$ cat config.mk
export PLATFORM = sky130hd
export DESIGN_NAME = if_id_stage
export DESIGN_NICKNAME = d
export VERILOG_FILES = /design/src/rtl/pipe_pkg.sv /design/src/rtl/hazard_detect_unit.sv /design/src/rtl/if_id_stage.sv
export SDC_FILE = /design/constraint.sdc
export NUM_CORES = 1
export LEC_CHECK = 0
export BUFFER_PORTS_ARGS = -buffer_cell sky130_fd_sc_hd__buf_4
export CORE_MARGIN = 1.5
export CORE_UTILIZATION = 35
export CTS_CLUSTER_DIAMETER = 60
export DETAILED_ROUTE_END_ITERATION = 16
export GPL_TIMING_DRIVEN = 0
export PLACE_DENSITY = 0.67
export SETUP_SLACK_MARGIN = 0.4
export SKIP_CTS_REPAIR_TIMING = 1
export SYNTH_ARGS = -nofsm -noshare
export SYNTH_HDL_FRONTEND = slang
export SYNTH_HIERARCHICAL = 1
export SYNTH_SLANG_ARGS = --single-unit
$ cat constraint.sdc
create_clock -name clk_i -period 2.38 [get_ports clk_i]
set_input_delay 0 -clock clk_i [delete_from_list [all_inputs] [get_ports clk_i]]
set_output_delay 0 -clock clk_i [all_outputs]
set_load 0.01 [all_outputs]
$ cat src/rtl/pipe_pkg.sv
// pipe_pkg: shared widths, reset/bubble constants and IF/ID record for the fetch stage
package pipe_pkg;
    localparam int XLEN = 32;
    localparam logic [XLEN-1:0] RESET_PC = 32'h0000_0000;
    localparam logic [31:0] NOP_INSTR = 32'h0000_0013;
    localparam int RS1_HI = 19;
    localparam int RS1_LO = 15;
    localparam int RS2_HI = 24;
    localparam int RS2_LO = 20;
    localparam int RD_HI = 11;
    localparam int RD_LO = 7;
    typedef struct packed {
        logic [XLEN-1:0] pc;
        logic [31:0]     instr;
        logic            valid;
    } if_id_t;
endpackage

$ cat src/rtl/hazard_detect_unit.sv
// hazard_detect_unit: flags a load in EX whose rd feeds either source field of the instruction in ID
module hazard_detect_unit (
    input  logic [4:0] rs1_i,
    input  logic [4:0] rs2_i,
    input  logic       valid_i,
    input  logic       ex_memread_i,
    input  logic [4:0] ex_rdaddr_i,
    output logic       hazard_o
);
    // Both source fields are compared for every opcode; an occasional false stall is harmless
    assign hazard_o = valid_i & ex_memread_i & (ex_rdaddr_i != 5'd0) &
                      ((ex_rdaddr_i == rs1_i) | (ex_rdaddr_i == rs2_i));
endmodule

$ cat src/rtl/if_id_stage.sv
// if_id_stage: PC register, instruction fetch and IF/ID pipeline register with load-use stall and branch redirect
module if_id_stage
    import pipe_pkg::*;
(
    input  logic            clk_i,
    input  logic            rst_i,
    output logic [XLEN-1:0] imem_addr_o,
    input  logic [31:0]     imem_rdata_i,
    input  logic            imem_ready_i,
    input  logic            branch_taken_i,
    input  logic [XLEN-1:0] branch_target_i,
    input  logic            ex_memread_i,
    input  logic [4:0]      ex_rdaddr_i,
    output logic [XLEN-1:0] pc_o,
    output logic [31:0]     instr_o,
    output logic            valid_o,
    output logic            stall_o,
    output logic            flush_o
);
    logic [XLEN-1:0] pc_q, pc_d;
    if_id_t          if_id_q, if_id_d;
    logic            hazard;
    logic            unused_tgt_lsb;

    hazard_detect_unit u_hdu (
        .rs1_i        (if_id_q.instr[RS1_HI:RS1_LO]),
        .rs2_i        (if_id_q.instr[RS2_HI:RS2_LO]),
        .valid_i      (if_id_q.valid),
        .ex_memread_i (ex_memread_i),
        .ex_rdaddr_i  (ex_rdaddr_i),
        .hazard_o     (hazard)
    );

    // Redirect targets are word-aligned, so the low bits of the target are dropped
    assign unused_tgt_lsb = ^branch_target_i[1:0];
    assign imem_addr_o    = pc_q;
    assign pc_o           = if_id_q.pc;
    assign instr_o        = if_id_q.instr;
    assign valid_o        = if_id_q.valid;
    assign stall_o        = hazard;
    assign flush_o        = branch_taken_i & if_id_q.valid & ~hazard;

    // Next state: stall holds everything, redirect or missing fetch inserts a bubble, otherwise advance
    always_comb begin
        pc_d    = hazard          ? pc_q :
                  flush_o         ? {branch_target_i[XLEN-1:2], 2'b00} :
                  imem_ready_i    ? pc_q + XLEN'(4) : pc_q;
        if_id_d = hazard                   ? if_id_q :
                  (flush_o | ~imem_ready_i) ? if_id_t'{pc: if_id_q.pc, instr: NOP_INSTR, valid: 1'b0} :
                                              if_id_t'{pc: pc_q, instr: imem_rdata_i, valid: 1'b1};
    end

    // PC and IF/ID registers with synchronous active-low reset
    always_ff @(posedge clk_i) begin
        if (!rst_i) begin
            pc_q    <= RESET_PC;
            if_id_q <= if_id_t'{pc: '0, instr: NOP_INSTR, valid: 1'b0};
        end else begin
            pc_q    <= pc_d;
            if_id_q <= if_id_d;
        end
    end
endmodule

; ---- After elaboration in Yosys (flattened, before gate mapping)
; Cells that the tools add are included.
; W data, S select, Z words.
[totals]
output_inout_bits = 99
input_bits = 74
wordCells = 24
register_bits = 97
[op_classes]
eq_ne = 2
bitwise = 10
n_addsub = 1
mux = 3
reduce_logical = 4
[ops]
columns = operator, count
row1 = $mux W32, 2
row2 = $mux W33, 1
row3 = $add A32 B3 Y32 const B, 1
row4 = $eq A5 B5 Y1, 2
row5 = $and A1 B1 Y1, 5
row6 = $reduce_bool A5 Y1, 1
row7 = $reduce_and A2 Y1, 2
row8 = $not A1 Y1, 3
row9 = $or A1 B1 Y1, 2
row10 = $reduce_bool A2 Y1, 1

; ---- Logic depth before layout (Yosys ltp)
; Gate-level depths: netlist of the first run.
[depth]
ltp_word = 8
depth_mapped = 10
mapped_depth_nobuf = 10

; ---- Cells and area by module
; The synthesis of the first run kept the hierarchy.
[modules_own_cells]
columns = module, instances, area_per_inst_um2, cells_per_inst, seq_area_each_um2
row1 = if_id_stage, 1, 4005.1, 483, 1861.8
row2 = hazard_detect_unit, 1, 132.6, 17, 0.0

; ---- Worst setup path before layout of the first run
; Ideal clock, no wire load.
[synth_timing]
kind = register to register
startpoint = reg if_id_q, in the netlist instr_o[15]
endpoint = reg pc_q[13], in the netlist imem_addr_o[13]
t_arrival_ps = 2080
path_slack_ps = 185
period_less_slack_ps = 2195
path_buffers = 0
required_time_ps = 2265
setup_ps = 115
path_stages_with_launch = 11
path_cell_list = dfxtp_1 > xor2_1 > nor3_1 > nand3_1 > a21oi_1 > inv_2 > nand2_2 > inv_2 > a221oi_1 > a31oi_1 > o21a_1
[synth_between]
elab_chain_len = 7
elab_cells_between_ends = 8
classes_between = eq/ne: 1 / mux: 1 / bitwise: 4 / reduce/logical: 2
[synth_rtl]
columns = element, line
row1 = start: declaration, if_id_stage.sv:21  ; if_id_t if_id_q, if_id_d;
row2 = start signal: assignment, if_id_stage.sv:57  ; if_id_q <= if_id_t'{pc: '0, instr: NOP_INSTR, valid: 1'b0};
row3 = start signal: assignment, if_id_stage.sv:60  ; if_id_q <= if_id_d;
row4 = $eq A5 B5 Y1 *, hazard_detect_unit.sv:12  ; ((ex_rdaddr_i == rs1_i) | (ex_rdaddr_i == rs2_i));
row5 = $or A1 B1 Y1 *, hazard_detect_unit.sv:12
row6 = $and A1 B1 Y1 *, hazard_detect_unit.sv:11  ; assign hazard_o = valid_i & ex_memread_i & (ex_rdaddr_i != 5'd0) &
row7 = via stall_o, if_id_stage.sv:17  ; output logic stall_o,
row8 = $not A1 Y1 (no source line) *, --
row9 = $and A1 B1 Y1, if_id_stage.sv:41  ; assign flush_o = branch_taken_i & if_id_q.valid & ~hazard;
row10 = $reduce_bool A2 Y1 (no source line), --
row11 = $reduce_and A2 Y1 (no source line), --
row12 = end signal: assignment, if_id_stage.sv:59  ; pc_q <= pc_d;
row13 = end: declaration, if_id_stage.sv:20  ; logic [XLEN-1:0] pc_q, pc_d;
; The timed path passes the listed nets; every way through them passes the cells marked *.
; A chain may end at the register's enable or synchronous reset.

; ---- Final worst setup path of the first run
[layout_timing]
startpoint = reg if_id_q, in the netlist instr_o[24]
endpoint = out flush_o
[layout_between]
elab_chain_len = 5
[layout_rtl]
columns = element, line
row1 = $eq A5 B5 Y1, hazard_detect_unit.sv:12
row2 = $or A1 B1 Y1, hazard_detect_unit.sv:12
row3 = $and A1 B1 Y1, hazard_detect_unit.sv:11
row4 = $not A1 Y1 (no source line), --
row5 = $and A1 B1 Y1, if_id_stage.sv:41
row6 = end: declaration, if_id_stage.sv:18  ; output logic flush_o
; Every way passes these cells.

==> reports/results.tsv, run 1 <==
stage	metric	value	unit
placement	Post-DP HPWL	10800	microns
sta	total negative slack	0	ns
logic_synthesis	Mapped Avg Cell Area	8.28	sq um
die	core region area	0.0115	sq mm
final_layout	footprint of the multi-input gates	0.00256	sq mm
clocking	CTS tree	built	
global_route	met3 global-route usage	6.97	%
drt	Via density	5.37	
logic_synthesis	Seq cells post-synth	93	
drt	routed via count	4847	
sta	f_max	0.470	GHz
global_route	GRT overflow	0	
critical_path	worst-path cell chain	xor2_1 -> nor3_1 -> nand3_1 -> a21oi_4 -> clkinv_4 -> nand2_8 -> clkinv_8 -> buf_8 -> buf_4	
critical_path	worst-path cell with the longest stage delay	dfxtp_2	
die	Starting Density	36.1	%
clocking	CTS sink cnt	93	
final_layout	Sequential Area	0.00187	sq mm
sta	Slew Limit Fails	0	
die	die width	112	microns
final_layout	commonest cells after routing, fill and taps aside	buf_4, dfxtp_1, nand2_1, dlygate4sd3_1, nor2_1	
outcome	status	complete, but fails checks	
die	Die Y-Extent	112	microns
clocking	CTS Buffer Depth	2	
critical_path	critical path's largest stage delay	0.34	ns
placement	port buffer count	166	
logic_synthesis	Yosys warnings	6	
drt	post-route ant nets	0	
critical_path	Reg2Reg Depth	9	
hold_path	Worst Hold Depth	3	
drt	DRT Wirelength	16700	microns
die	Placement Rows	39	
final_layout	fillers	969	
logic_synthesis	Post-Synthesis Cells	500	
clocking	worst skew pair latency	0.35	ns
drt	drt pass-1 iters	6	
final_layout	share of cells above drive strength 1	44.1	%
outcome	failing checks	negative hold slack	
sta	Final min period	2.13	ns
job	max-capacitance violation count	0	
sta	RSZ-0062 raised after global routing	true	
final_layout	nets	829	
global_route	first-pass GRT wire length	22300	microns
placement	GPL Wtd Cong	0.875	
clocking	Worst-path clk slew	0.07	ns
critical_path	crit-path max FO	7	
critical_path	Startpoint Class	flip-flop	
hold_path	hold crit path type	input pin to flip-flop	
final_layout	diode count	0	
logic_synthesis	predominant post-synthesis flop cell	dfxtp_1	
final_layout	most common cell after layout, fill and taps aside	buf_4	
drt	DRT iter0 DRCs	393	
sta	worst hold slack	-0.00939	ns
sta	Setup Skew	0.00871	ns
die	Die ar.	0.0125	sq mm
sta	Final period util	89.4	%
sta	Worst-Margin Slew	0.782	ns
critical_path	path type of the worst setup path	flip-flop to output port	
power_and_ir_drop	Max VDD drop	0.415	mV
drt	wire per inst	18.5	microns
logic_synthesis	Seq/Total Area, Yosys	45.0	%
sta	relative max-transition margin	47.9	%
critical_path	CP required	2.38	ns
global_route	largest net degree at the start of global routing	16	
placement	DP Area	0.00559	sq mm
clocking	TritonCTS Buffers	9	
clocking	root cell of the clock tree	clkbuf_16	
logic_synthesis	share of flip-flops with an asynchronous set or reset	0	%
logic_synthesis	Distinct cells, synth	57	
global_route	vias in the first global route	4332	
global_route	met2 GRT Util	39.1	%
logic_synthesis	number of synthesized flops with an enable pin	0	
critical_path	Crit. End Element	output port	
final_layout	area grow syn2layout	76.7	%
drt	drc violations	0	
placement	worst slack at placement	-0.119	ns
global_route	GRT Util Overall	22.6	%
critical_path	Arr. time, crit path	2.13	ns
power_and_ir_drop	Leak Pwr	0.00309	uW
global_route	M1 GR Usage	26.8	%
clocking	htree depth	3	
global_route	antenna violations before repair	0	
die	I/O pin count	173	
sta	Setup-failing EPs final	0	
sta	number of hold violations in the final report	1	
final_layout	cell area after layout	0.00731	sq mm
global_route	busiest grt layer	met2	
logic_synthesis	Post-Syn Area	0.00414	sq mm
sta	min setup slack post-route	0.253	ns
power_and_ir_drop	pwr dens	530	mW/mm^2
power_and_ir_drop	Final Power	3880	uW
## area by class of cell
type                       count  share of cell area, %
inverter                       6                  0.548
timing repair buffer         238                   28.2
tap                          143                   2.45
sequential                    93                   25.6
timing repair inverter         1                  0.120
clock buffer                  10                   3.27
buffer                        35                   3.94
clock inverter                 6                  0.856
multi-input combinational    370                   35.1
## through the flow
| stage | util [%] | instances |
|---|---|---|
| 3_5_place_dp | 48.7 | 812 |
| 4_1_cts | 51.3 | 828 |
| 2_1_floorplan | - | 503 |
| 6_report | 63.8 | 902 |
| 5_1_grt | 63.8 | 902 |
| 3_3_place_gp | 48.7 | 812 |
## worst max-delay path: cells and delay by family, from the launching register on
family / cells / cell delay (ns)
AOI/OAI and AO/OA: 1 / 0.34
and+or+nand+nor: 3 / 0.46
xor gates and xnor gates: 1 / 0.14
DFF: 1 / 0.34
buffers and inverters: 4 / 0.50
## cells by family after synthesis
kind of cell / synth area share, %
muxes: 0.484
and+or+nand+nor: 23.7
xor gates and xnor gates: 4.66
DFF: 45.0
buffers and inverters: 4.78
adders and majority gates: 0.302
AOI/OAI and AO/OA: 21.0
other: 0.0906
## Yosys cell counts (3+ instances only)
| cell type | number | area share (%) |
|---|---|---|
| xor2_1 | 17 | 3.6 |
| nand4_1 | 13 | 2.0 |
| a211oi_1 | 4 | 0.73 |
| a22oi_1 | 33 | 6.0 |
| buf_4 | 4 | 0.73 |
| xnor2_1 | 5 | 1.1 |
| o22ai_1 | 4 | 0.60 |
| inv_2 | 3 | 0.27 |
| nand2_1 | 82 | 7.4 |
| a31oi_1 | 4 | 0.60 |
| and3_1 | 4 | 0.60 |
| inv_1 | 3 | 0.27 |
| nand3_1 | 19 | 2.3 |
| nor2_1 | 51 | 4.6 |
| o21ai_0 | 18 | 2.2 |
| and2_1 | 5 | 0.76 |
| dfxtp_1 | 93 | 45 |
| nor3_1 | 9 | 1.1 |
| buf_2 | 10 | 1.2 |
| o21a_1 | 3 | 0.54 |
| nor4_1 | 3 | 0.45 |
| a21oi_1 | 53 | 6.4 |
| clkbuf_1 | 18 | 1.6 |
## power breakdown
part           switching, uW  internal [uW]  total [uW]  leakage [uW]
logic                    330            380         710       0.00219
registers               84.7           1620        1700      0.000760
clock network            623            839        1460      0.000140
## state kept, by name, indices dropped and copies added, names as in the netlist
name         flops
pc_o            30
instr_o         32
imem_addr_o     30
valid_o          1
## worst paths after layout
path                                           from              end  slack, ns
worst max-delay path                    instr_o[24]          flush_o       0.25
worst min-delay path            branch_target_i[19]  imem_addr_o[19]     -0.009
worst max register to register          instr_o[24]   imem_addr_o[7]       0.26
worst min register to register             pc_o[26]         pc_o[26]       0.46
## layer usage
| metal | up-vias | part of all wire (%) | routed length (microns) |
|---|---|---|---|
| li1 | 2288 | - | - |
| met1 | 2280 | 39 | 6480 |
| met2 | 256 | 49 | 8250 |
| met3 | 23 | 9.9 | 1650 |
| met4 | 0 | 1.8 | 302 |
| met5 | - | 0 | 0 |
Power figures use the tool's default switching activity.
==> run 2: changes to the inputs <==
--- a/config.mk
+++ b/config.mk
@@ -5,7 +5,7 @@
 export SDC_FILE = /design/constraint.sdc
 export NUM_CORES = 1
 export LEC_CHECK = 0
-export BUFFER_PORTS_ARGS = -buffer_cell sky130_fd_sc_hd__buf_4
+export BUFFER_PORTS_ARGS = -buffer_cell sky130_fd_sc_hd__clkbuf_2
 export CORE_MARGIN = 1.5
 export CORE_UTILIZATION = 35
 export CTS_CLUSTER_DIAMETER = 60
==> run 2 against run 1 <==
The flow still finishes with violations (negative hold slack). Via count shrank 1.4%. Combinational power shrank 17%. Clock skew shrank 0.0021 ns. Register-to-register slack is essentially flat. Largest power group unchanged. Highest routed layer unchanged.
==> reports/results.tsv, run 2 (synthesis gave the netlist of run 1 again) <==
stage	metric	value	unit
outcome	status	complete, but fails checks	
outcome	failing checks	negative hold slack	
sta	Final min period	2.12	ns
critical_path	Startpoint Class	flip-flop	
placement	port buffer count	166	
sta	Setup Skew	0.00656	ns
final_layout	most common cell after layout, fill and taps aside	clkbuf_2	
clocking	Worst-path clk slew	0.06	ns
final_layout	nets	828	
global_route	largest net degree at the start of global routing	14	
drt	drc violations	0	
final_layout	area grow syn2layout	59.4	%
global_route	GRT Util Overall	22.7	%
global_route	vias in the first global route	4317	
job	max-capacitance violation count	0	
clocking	CTS Buffer Depth	2	
clocking	TritonCTS Buffers	9	
clocking	root cell of the clock tree	clkbuf_16	
sta	worst hold slack	-0.00251	ns
sta	number of hold violations in the final report	1	
global_route	first-pass GRT wire length	22200	microns
placement	GPL Wtd Cong	0.874	
power_and_ir_drop	Max VDD drop	0.405	mV
sta	RSZ-0062 raised after global routing	true	
placement	DP Area	0.00517	sq mm
critical_path	Crit. End Element	flip-flop	
drt	drt pass-1 iters	5	
placement	Post-DP HPWL	10500	microns
sta	Slew Limit Fails	0	
die	I/O pin count	173	
critical_path	CP required	2.65	ns
placement	worst slack at placement	-0.191	ns
final_layout	cell area after layout	0.00660	sq mm
die	Starting Density	36.1	%
final_layout	fillers	972	
critical_path	Reg2Reg Depth	8	
die	Die Y-Extent	112	microns
critical_path	reg2reg end	imem_addr_o[12]	
drt	DRT Wirelength	15400	microns
clocking	CTS tree	built	
critical_path	crit-path max FO	7	
sta	min setup slack post-route	0.257	ns
final_layout	commonest cells after routing, fill and taps aside	clkbuf_2, dfxtp_1, nand2_1, dlygate4sd3_1, a21oi_1	
critical_path	setup slack, reg-to-reg	0.26	ns
final_layout	diode count	0	
hold_path	WHS Endpoint	imem_addr_o[19]	
global_route	GRT overflow	0	
clocking	CTS sink cnt	93	
sta	Worst-Margin Slew	0.747	ns
sta	total negative slack	0	ns
final_layout	max reg flops	32	
drt	Via density	5.31	
power_and_ir_drop	Leak Pwr	0.00281	uW
placement	placed insts	812	
critical_path	path type of the worst setup path	flip-flop to flip-flop	
final_layout	Non-Filler Instances	900	
die	core region area	0.0115	sq mm
drt	wire per inst	17.1	microns
drt	post-route ant nets	0	
final_layout	share of cells above drive strength 1	38.8	%
final_layout	Final Util	57.5	%
sta	f_max	0.471	GHz
critical_path	Arr. time, crit path	2.39	ns
drt	routed via count	4778	
sta	Final period util	89.2	%
sta	relative max-transition margin	50.2	%
critical_path	worst reg2reg startpoint	instr_o[22]	
hold_path	Worst Hold Depth	3	
die	Die ar.	0.0125	sq mm
clocking	worst skew pair latency	0.35	ns
die	Placement Rows	39	
sta	Setup-failing EPs final	0	
drt	DRT iter0 DRCs	375	
power_and_ir_drop	pwr dens	566	mW/mm^2
global_route	antenna violations before repair	0	
hold_path	hold crit path type	input pin to flip-flop	
hold_path	hold wc startpoint	branch_target_i[19]	
die	die width	112	microns
clocking	htree depth	3	
[run 2: final cells by class]
class | count | area, sq um | area share, %
Inverter | 6 | 35.0 | 0.531
Timing Repair Buffer | 238 | 1580 | 24.0
Tap cell | 143 | 179 | 2.71
Sequential cell | 93 | 1870 | 28.3
Buffer | 35 | 280 | 4.25
Clock inverter | 1 | 30.0 | 0.455
Clock buffer | 14 | 264 | 4.00
Multi-Input combinational cell | 370 | 2350 | 35.7
[run 2: worst max-delay path, cell delays in order, from the launching register on]
cell and delay (ns):
dfxtp_1 0.39, xor2_1 0.17, nor3_1 0.06, nand3_1 0.13, a21oi_4 0.11, and2b_4 0.39, nand3_2 0.14, or4_1 0.45
a31oi_1 0.21
[run 2: metrics by stage]
step / hold slack, ns / total power [uW]
floorplan: 0.125 / 1930
global placement: 0.227 / 2130
detailed placement: 0.231 / 2140
CTS: -0.126 / 3580
global route: 0.0148 / 3880
finish: -0.00251 / 3730
[run 2: how the worst max path moves through the flow]
stage,startpoint,endpoint,slack (ns)
final,instr_o[22],imem_addr_o[12],0.26
after detailed placement,instr_o[15],pc_o[20],-0.19
after CTS,instr_o[17],pc_o[20],-0.22
after global routing,instr_o[22],imem_addr_o[12],0.17
after global placement,instr_o[17],pc_o[13],-0.10
after floorplan,instr_o[15],pc_o[29],0.36
[run 2: per-layer routing]
layer  GRT usage, %  wire (microns)  up-vias
met5              0               0        -
met1           28.4            6210     2221
li1               -               -     2284
met4           9.62             419        0
met2           36.7            7450      239
met3           6.31            1340       34
[run 2: report_power, final]
group / internal [uW] / switching [uW]
clock network: 868 / 584
registers: 1620 / 76.0
logic: 289 / 300
